[src/rtl/ps2_host_tx_if.sv]
// Request/response handshake between a core-side requester and the PS/2 host transmitter.
interface ps2_host_tx_if;
    logic [7:0] tx_data;
    logic       tx_strobe;
    logic       tx_busy;
    logic       tx_done;
    logic       tx_error;

    modport master (output tx_data, output tx_strobe,
                    input  tx_busy, input  tx_done, input tx_error);
    modport slave  (input  tx_data, input  tx_strobe,
                    output tx_busy, output tx_done, output tx_error);
endinterface

[src/rtl/ps2_host_tx.sv]
// Host-to-device PS/2 frame transmitter driving open-collector clock/data via output enables.
// Reports device ACK as tx_done, and missing ACK or a stalled device clock as tx_error.
module ps2_host_tx #(
    parameter int unsigned INHIBIT_CYC = 5000,
    parameter int unsigned TIMEOUT_CYC = 750000,
    parameter int unsigned FILTER      = 8
) (
    input  logic           clk_sys,
    input  logic           reset_n,
    ps2_host_tx_if.slave   tx,
    input  logic           ps2_clk_i,
    input  logic           ps2_data_i,
    output logic           ps2_clk_oe,
    output logic           ps2_data_oe
);
    localparam int unsigned TMAX = (TIMEOUT_CYC > INHIBIT_CYC) ? TIMEOUT_CYC : INHIBIT_CYC;
    localparam int unsigned TW   = $clog2(TMAX + 1);
    localparam int unsigned FW   = (FILTER > 1) ? $clog2(FILTER) : 1;

    typedef enum logic [2:0] {
        IDLE, INHIBIT, RTS, SHIFT, ACK, WAIT_IDLE, DONE, ERR
    } state_t;

    state_t          state, state_nxt;
    logic [10:0]     shift, shift_nxt;
    logic [3:0]      bitcnt, bitcnt_nxt;
    logic [TW-1:0]   timer, timer_nxt;
    logic            data_oe_q, data_oe_nxt;
    logic            clk_oe_q, busy_q, done_q, err_q;

    // Line conditioning: bit 0 = clock, bit 1 = data
    logic [1:0]      sync1, sync2, filt;
    logic [FW-1:0]   fcnt [2];
    logic            clk_filt_d;
    logic            fall_c, timed_c, tmo_c;

    always_ff @(posedge clk_sys or negedge reset_n) begin
        if (!reset_n) begin
            sync1      <= 2'b11;
            sync2      <= 2'b11;
            filt       <= 2'b11;
            clk_filt_d <= 1'b1;
            for (int i = 0; i < 2; i++) fcnt[i] <= '0;
        end else begin
            sync1      <= {ps2_data_i, ps2_clk_i};
            sync2      <= sync1;
            clk_filt_d <= filt[0];
            for (int i = 0; i < 2; i++) begin
                if (sync2[i] == filt[i]) begin
                    fcnt[i] <= '0;
                end else if (fcnt[i] == FW'(FILTER - 1)) begin
                    filt[i] <= sync2[i];
                    fcnt[i] <= '0;
                end else begin
                    fcnt[i] <= fcnt[i] + FW'(1);
                end
            end
        end
    end

    assign fall_c  = clk_filt_d & ~filt[0];
    assign timed_c = (state == RTS) || (state == SHIFT) || (state == ACK) || (state == WAIT_IDLE);
    assign tmo_c   = timed_c && (timer == TW'(TIMEOUT_CYC - 1));

    // Next state, shift path and line-drive decisions
    always_comb begin
        state_nxt   = state;
        shift_nxt   = shift;
        bitcnt_nxt  = bitcnt;
        data_oe_nxt = data_oe_q;
        timer_nxt   = timer;
        unique case (state)
            IDLE, DONE, ERR: begin
                state_nxt = IDLE;
                if (tx.tx_strobe) begin
                    shift_nxt  = {1'b1, ~^tx.tx_data, tx.tx_data};
                    bitcnt_nxt = 4'd0;
                    state_nxt  = INHIBIT;
                end
            end
            INHIBIT: begin
                if (timer == TW'(INHIBIT_CYC - 1)) begin
                    state_nxt   = RTS;
                    data_oe_nxt = 1'b1;
                end
            end
            RTS, SHIFT: begin
                if (fall_c) begin
                    data_oe_nxt = ~shift[0];
                    shift_nxt   = {1'b0, shift[10:1]};
                    bitcnt_nxt  = bitcnt + 4'd1;
                    if (state == RTS)        state_nxt = SHIFT;
                    else if (bitcnt == 4'd9) state_nxt = ACK;
                end else if (tmo_c) begin
                    state_nxt = ERR;
                end
            end
            ACK: begin
                if (fall_c) begin
                    bitcnt_nxt = bitcnt + 4'd1;
                    state_nxt  = filt[1] ? ERR : WAIT_IDLE;
                end else if (tmo_c) begin
                    state_nxt = ERR;
                end
            end
            WAIT_IDLE: begin
                if (filt == 2'b11)  state_nxt = DONE;
                else if (tmo_c)     state_nxt = ERR;
            end
            default: state_nxt = IDLE;
        endcase

        if (!((state_nxt == RTS) || (state_nxt == SHIFT))) data_oe_nxt = 1'b0;

        // Timer restarts on state change and on device edges; saturates instead of wrapping
        if (state_nxt != state)          timer_nxt = '0;
        else if (fall_c && timed_c)      timer_nxt = '0;
        else if (timer != TW'(TMAX))     timer_nxt = timer + TW'(1);
    end

    always_ff @(posedge clk_sys or negedge reset_n) begin
        if (!reset_n) begin
            state     <= IDLE;
            shift     <= '0;
            bitcnt    <= '0;
            timer     <= '0;
            data_oe_q <= 1'b0;
            clk_oe_q  <= 1'b0;
            busy_q    <= 1'b0;
            done_q    <= 1'b0;
            err_q     <= 1'b0;
        end else begin
            state     <= state_nxt;
            shift     <= shift_nxt;
            bitcnt    <= bitcnt_nxt;
            timer     <= timer_nxt;
            data_oe_q <= data_oe_nxt;
            clk_oe_q  <= (state_nxt == INHIBIT);
            busy_q    <= !((state_nxt == IDLE) || (state_nxt == DONE) || (state_nxt == ERR));
            done_q    <= (state_nxt == DONE);
            err_q     <= (state_nxt == ERR);
        end
    end

    assign ps2_clk_oe  = clk_oe_q;
    assign ps2_data_oe = data_oe_q;
    assign tx.tx_busy  = busy_q;
    assign tx.tx_done  = done_q;
    assign tx.tx_error = err_q;
endmodule

[src/flat_wrapper.sv]
// flat-port wrapper written by rule: the top's interface ports become plain ports
module ps2_host_tx_flat 
#(
    parameter int unsigned INHIBIT_CYC = 5000,
    parameter int unsigned TIMEOUT_CYC = 750000,
    parameter int unsigned FILTER      = 8
)
  (clk_sys, reset_n, ps2_clk_i, ps2_data_i, ps2_clk_oe, ps2_data_oe, tx_tx_data, tx_tx_strobe, tx_tx_busy, tx_tx_done, tx_tx_error);
  ps2_host_tx_if tx_i ();
  input  logic clk_sys;
  input  logic reset_n;
  input  logic ps2_clk_i;
  input  logic ps2_data_i;
  output logic ps2_clk_oe;
  output logic ps2_data_oe;
  input wire logic [$bits(tx_i.tx_data)-1:0] tx_tx_data;
  input wire logic [$bits(tx_i.tx_strobe)-1:0] tx_tx_strobe;
  output wire logic [$bits(tx_i.tx_busy)-1:0] tx_tx_busy;
  output wire logic [$bits(tx_i.tx_done)-1:0] tx_tx_done;
  output wire logic [$bits(tx_i.tx_error)-1:0] tx_tx_error;
  assign tx_i.tx_data = tx_tx_data;
  assign tx_i.tx_strobe = tx_tx_strobe;
  assign tx_tx_busy = tx_i.tx_busy;
  assign tx_tx_done = tx_i.tx_done;
  assign tx_tx_error = tx_i.tx_error;
  ps2_host_tx #(.INHIBIT_CYC(INHIBIT_CYC), .TIMEOUT_CYC(TIMEOUT_CYC), .FILTER(FILTER)) u_core (.clk_sys(clk_sys), .reset_n(reset_n), .tx(tx_i), .ps2_clk_i(ps2_clk_i), .ps2_data_i(ps2_data_i), .ps2_clk_oe(ps2_clk_oe), .ps2_data_oe(ps2_data_oe));
endmodule
[config.mk]
export PLATFORM = sky130hd
export DESIGN_NAME = ps2_host_tx_flat
export DESIGN_NICKNAME = d
export VERILOG_FILES = /design/src/rtl/ps2_host_tx_if.sv /design/src/rtl/ps2_host_tx.sv /design/src/flat_wrapper.sv
export SDC_FILE = /design/constraint.sdc
export NUM_CORES = 1
export LEC_CHECK = 0
export ABC_CLOCK_PERIOD_IN_PS = 2300
export BUFFER_PORTS_ARGS = -buffer_cell sky130_fd_sc_hd__buf_2
export CAP_MARGIN = 20
export CORE_MARGIN = 1
export CORE_UTILIZATION = 55
export CTS_CLUSTER_SIZE = 10
export DETAILED_ROUTE_END_ITERATION = 12
export GPL_TIMING_DRIVEN = 0
export PLACE_DENSITY = 0.8
export SETUP_SLACK_MARGIN = 0.05
export SKIP_LAST_GASP = 1
export SYNTH_ARGS = -nofsm -noshare
export SYNTH_HDL_FRONTEND = slang
export SYNTH_SLANG_ARGS = --single-unit
[constraint.sdc]
create_clock -name clk_sys -period 2.3 [get_ports clk_sys]
set_input_delay 0.23 -clock clk_sys [delete_from_list [all_inputs] [get_ports clk_sys]]
set_output_delay 0.23 -clock clk_sys [all_outputs]
set_load 0.03 [all_outputs]
* Word-level counts from Yosys, hierarchy flattened
Cells that the tools add are included. Widths: inputs -> output; s select.
Word-level totals: register bits 56, bits in latches 0, memory bits (writable) 0, ROM bits 0, input bits 13, output and inout bits 5, word-level logic and storage cells 103, memories kept 0
Cells by class: add/subtract/negate cells 4, multipliers 0, div/mod/pow operators 0, order comparisons 0, eq/ne operators 28, shift operators 0, muxes and demuxes 27, bitwise gates (word level) 5, reduce and logical (&&, ||, !) cells 23
Operators by type and width (number):
- $mux 20 | 3
- $mux 3 | 11
- $eq 3x3->1 const B | 8
- $mux 11 | 2
- $pmux 11 s2 | 1
- $add 20x1->20 const B | 1
- $eq 20x13->1 const B | 1
- $eq 20x20->1 const B | 1
- $ne 20x20->1 const B | 1
- $pmux 3 s5 | 1
- $eq 3x2->1 const B | 4
- $reduce_and 3->1 | 3
- $mux 4 | 2
- $pmux 4 s2 | 1
- $reduce_xnor 8->1 | 1
- $add 3x1->3 const B | 2
- $eq 3x1->1 const B | 2
- $logic_not 3->1 | 2
- $logic_or 1x1->1 | 6
- $ne 3x2->1 const B | 2
- $reduce_or 3->1 | 2
- $add 4x1->4 const B | 1
- $eq 4x4->1 const B | 1
- $mux 1 | 4
- other kinds (16) | 24

* Logic depth before layout (Yosys ltp)
word-level depth 12, mapped depth 8, gate-level depth less buffers 7

* Worst setup path after synthesis
OpenSTA, ideal clock, no wires.
path kind register -> register, from register u_core.timer[0], to register u_core.timer[18], library setup time 0.096 ns, arrival 1.653 ns, data required time 2.204 ns, path slack 0.551 ns, cell stages (with the launch flop) 8, path buffers 1, cell sequence dfrtp_1 -> ha_1 -> nor2b_1 -> nand4_1 -> nor2_1 -> a221o_1 -> buf_2 -> nor4_2
Between the ends: word-level cells in the longest chain between the ends 7
RTL lines:
- from (decl) | RTL line ps2_host_tx.sv:27 | logic [TW-1:0] timer, timer_nxt;
- from (signal assigned) | RTL line ps2_host_tx.sv:136 | timer <= timer_nxt;
- $eq 20x20->1 | RTL line ps2_host_tx.sv:63 | assign tmo_c = timed_c && (timer == TW'(TIMEOUT_CYC - 1));
- $logic_and 1x1->1 | RTL line ps2_host_tx.sv:63
- $mux 3 | RTL line ps2_host_tx.sv:94, ps2_host_tx.sv:102, ps2_host_tx.sv:108
- $mux 3 (on tied branches) | RTL line ps2_host_tx.sv:107, ps2_host_tx.sv:88, ps2_host_tx.sv:99
- $pmux 3 s5 | RTL line ps2_host_tx.sv:72 | unique case (state)
- $ne 3x3->1 | RTL line ps2_host_tx.sv:116 | if (state_nxt != state) timer_nxt = '0;
- $reduce_bool 3->1 (no source line) / $mux 20 (equally long branches)
Several ways; a longest one is shown, not always the timed one. The select of a mux whose other input is x is not followed. A chain may end at the register's enable or synchronous reset.

* Worst setup path in the final report
Same ends and word-level chain as after synthesis.

==> results by group <==
Power and ir drop
  • Register share of total power: 0.514
  • Pwr Density: 751.7 mW/mm2
  • Sw frac: 0.2952
  • Int Pwr: 1725 uW
  • Clock power share: 0.256
  • Gate power share: 0.230
  • Leak: 0.001440 uW
  • Sw power: 722.7 uW
  • VDD IR max: 544.3 uV

CTS
  • Clock tree buffer depth: 2
  • H-tree depth: 2
  • Clock-pin slew of the registers on the worst-case setup and hold paths: 0.09 ns
  • TritonCTS Buffers: 5
  • TritonCTS clock tree: yes
  • CTS Root Cell: clkbuf_8
  • Total clock sinks: 55
  • Worst-skew pair later-pin latency: 0.31 ns

STA
  • Final setup violation count: 0
  • Final hold vios: 0
  • Setup Skew: 0.01135 ns
  • Slew margin rel.: 0.3851
  • Hold slack: 0.01373 ns
  • PnR worst setup slack: 0.2165 ns
  • Slew @ Worst Pin: 0.9139 ns
  • Max Slew Vio Count: 0
  • Setup_tns: 0 ns
  • Minimum clock period: 2.083 ns
  • Fin crit share: 0.9059
  • RSZ-0062 raised after global routing: no
  • Peak Freq: 480.0 MHz

Synthesis
  • Area leader, netlist: dfrtp_1
  • Netlist cell types: 47
  • Ys Warns: 0
  • Synth Instances: 308
  • Post-synthesis cell area: 0.002937 mm2
  • Async SR Flop Fraction: 1.000
  • Syn nets: 329
  • Top post-synthesis cells by area: dfrtp_1 (41%), xnor2_1 (6.9%), dfstp_2 (6.3%)
  • Yosys top cell area share: 0.4090
  • Mean Syn Cell Area: 9.534 um2
  • Post-synth EDFFs: 0
  • Sequential share of the synthesized area: 0.4717
  • Top_reg_cell synth: dfrtp_1
  • Synthesized flop and latch total: 55

Setup path
  • FF-to-FF path depth: 6
  • Setup CP Type: reg -> reg
  • WP data required: 2.52 ns
  • Reg2reg end: u_core.timer[18]$_DFFE_PN0P_
  • Largest stage delay on the critical path: 0.70 ns
  • CP startpoint kind: flip-flop
  • CP Max Fanout: 5
  • Register-to-Register Setup Slack: 0.22 ns
  • Crit-path slowest cell: nor4_1
  • Setup crit end kind: flip-flop
  • Worst Path Arrival: 2.30 ns
  • Critical path launch point: u_core.timer[0]$_DFFE_PN0P_
  • Critical-path cell list: ha_1 -> nand2_1 -> nor4_1 -> nand4_1 -> xor2_1 -> nor4_2
  • Worst r2r src: u_core.timer[0]$_DFFE_PN0P_

Global routing
  • GR peak layer: met2
  • Met1 Use GR: 0.2841
  • First-pass GRT wire length: 9563 um
  • Total GRT Usage: 0.2275
  • Met3 Track Usage GR: 0.04150
  • Global-route track usage on met2: 0.3984
  • Initial antenna violation count: 0
  • Grt ovf: 0
  • Vias in the first global route: 2187
  • Largest net degree at the start of global routing: 31

Floorplan
  • Die width: 75.07 um
  • Die area: 0.005636 mm2
  • Core Region: 0.005140 mm2
  • Die H: 75.07 um
  • Initial Util: 0.5713
  • Number of I/O pins: 18
  • Rows: 26

Hold path
  • Min-delay src: ps2_data_i
  • Hold WC Path Type: in -> reg
  • Worst hold stages: 1
  • WHS Endpoint: u_core.sync1[1]$_DFF_PN1_

Final layout
  • Fillers: 432
  • Fraction of layout cells with a size suffix above 1: 0.1577
  • Commonest non-fill, non-tap cell in the layout: dfrtp_1
  • Ant. Diodes: 0
  • Layout Nets: 356
  • Most frequent cells in the layout: dfrtp_1 (48), nand2_1 (39), buf_2 (30)
  • Layout area overhead: 10.91%

Flow run
  • Max-cap violations: 0

Route
  • DRT antenna net count: 0
  • DRC: 0
  • Vias per std cell: 5.527
  • Drt first pass iters: 4
  • Initial DRC count: 217
  • Via Count: 2244
  • Per-cell routed wire length: 13.87 um
  • Total Routed Length: 5633 um

Placement
  • # port buffers: 17
  • Placer Congestion: 0.8998
  • Placed wire-length estimate: 4083 um
  • Place WS: 0.2790 ns

Outcome
  • Status: finished clean
## cell families (layout without fill, tap and decap cells)
logic type	Yosys count	count (layout)	share of synthesized area
and+or+nand+nor	140	140	0.2556
buffers and inverters	26	54	0.03877
adders and majority gates	8	8	0.03409
AOI/OAI and AO/OA	45	45	0.09587
DFF	55	55	0.4717
xor gates and xnor gates	30	30	0.08948
muxes	4	4	0.01449
## cell usage after synthesis, types with 2 or more instances
cell type and number:
nand4_1 4, and2_1 2, nand2_1 39, and4b_1 3, clkbuf_1 6, xor2_1 7
nand3_1 9, a31oi_1 10, a21o_1 5, nor2b_1 5, buf_2 13, dfrtp_1 48
mux2_2 2, mux2i_1 2, nand2b_1 3, nor2_1 23, or3b_2 2, nand3b_1 3
o21ai_0 9, nor3_1 25, or3_1 3, dfstp_2 7, and3_1 3, inv_1 7
a21oi_1 12, xnor2_1 23, nor4b_1 2, nor3b_1 5, ha_1 8
## flip-flops by register name, indices dropped and copies added (netlist names)
name,cells
u_core.tx.tx_done,1
u_core.tx.tx_busy,1
u_core.shift,10
u_core.bitcnt,4
u_core.clk_filt_d,1
u_core.sync1,2
u_core.state,3
u_core.fcnt,6
u_core.timer,20
u_core.filt,2
u_core.tx.tx_error,1
u_core.sync2,2
u_core.ps2_clk_oe,1
u_core.ps2_data_oe,1
## cell type report
| cell class | count | area, um2 | share of cell area |
|---|---|---|---|
| sequential | 55 | 1385 | 0.4253 |
| tap | 70 | 87.58 | 0.02689 |
| clock buffer | 7 | 76.32 | 0.02343 |
| buffer | 19 | 88.84 | 0.02728 |
| inverter | 7 | 26.28 | 0.008068 |
| timing repair buffer | 20 | 125.1 | 0.03842 |
| multi-input combinational | 227 | 1438 | 0.4414 |
| clock inverter | 1 | 30.03 | 0.009220 |
## critical path: cells and delay by family, from the launching register on
family        cells  cell delay, ns
simple gates      4            1.12
flops             1            0.42
fa+ha+maj         1            0.26
xor+xnor          1            0.19
## worst max-delay path by stage
stage | depth (start not counted) | to | slack, ns
2_1_floorplan | 7 | u_core.timer[18]$_DFFE_PN0P_ | 0.55
3_3_place_gp | 6 | u_core.timer[11]$_DFFE_PN0P_ | 0.32
3_5_place_dp | 6 | u_core.timer[18]$_DFFE_PN0P_ | 0.28
4_1_cts | 6 | u_core.timer[18]$_DFFE_PN0P_ | 0.25
5_1_grt | 6 | u_core.timer[18]$_DFFE_PN0P_ | 0.10
6_report | 6 | u_core.timer[18]$_DFFE_PN0P_ | 0.22
## per-layer routing
metal,wire [um],up-vias
met5,0,-
met4,63,0
met3,269,5
met2,2711,52
met1,2589,1064
li1,-,1123
## metrics by stage
step | instances | power (uW) | utilization | instance area (um2)
2_1_floorplan | 308 | 1673 | - | 2937
3_3_place_gp | 395 | 1799 | 0.6049 | 3109
3_5_place_dp | 396 | 1835 | 0.6088 | 3129
4_1_cts | 406 | 2467 | 0.6334 | 3256
5_1_grt | 406 | 2595 | 0.6336 | 3257
6_report | 406 | 2448 | 0.6336 | 3257
## repair_timing
action | 4_1_cts | 5_1_grt
hold buffers | 2 | 0
hold endpoints to repair | 25 | 0
endpoints found under the setup margin | 0 | 9
buffers inserted | 0 | 0
gates resized for setup | 0 | 2
## power by group through the flow
| stage | logic [uW] | registers [uW] | clock network, uW |
|---|---|---|---|
| after floorplan | 431 | 1240 | 0 |
| after global placement | 532 | 1270 | 0 |
| after detailed placement | 560 | 1280 | 0 |
| after CTS | 567 | 1260 | 642 |
| after global routing | 639 | 1280 | 673 |
| final | 563 | 1260 | 627 |
Note: power is estimated with default switching activity, not from simulation.
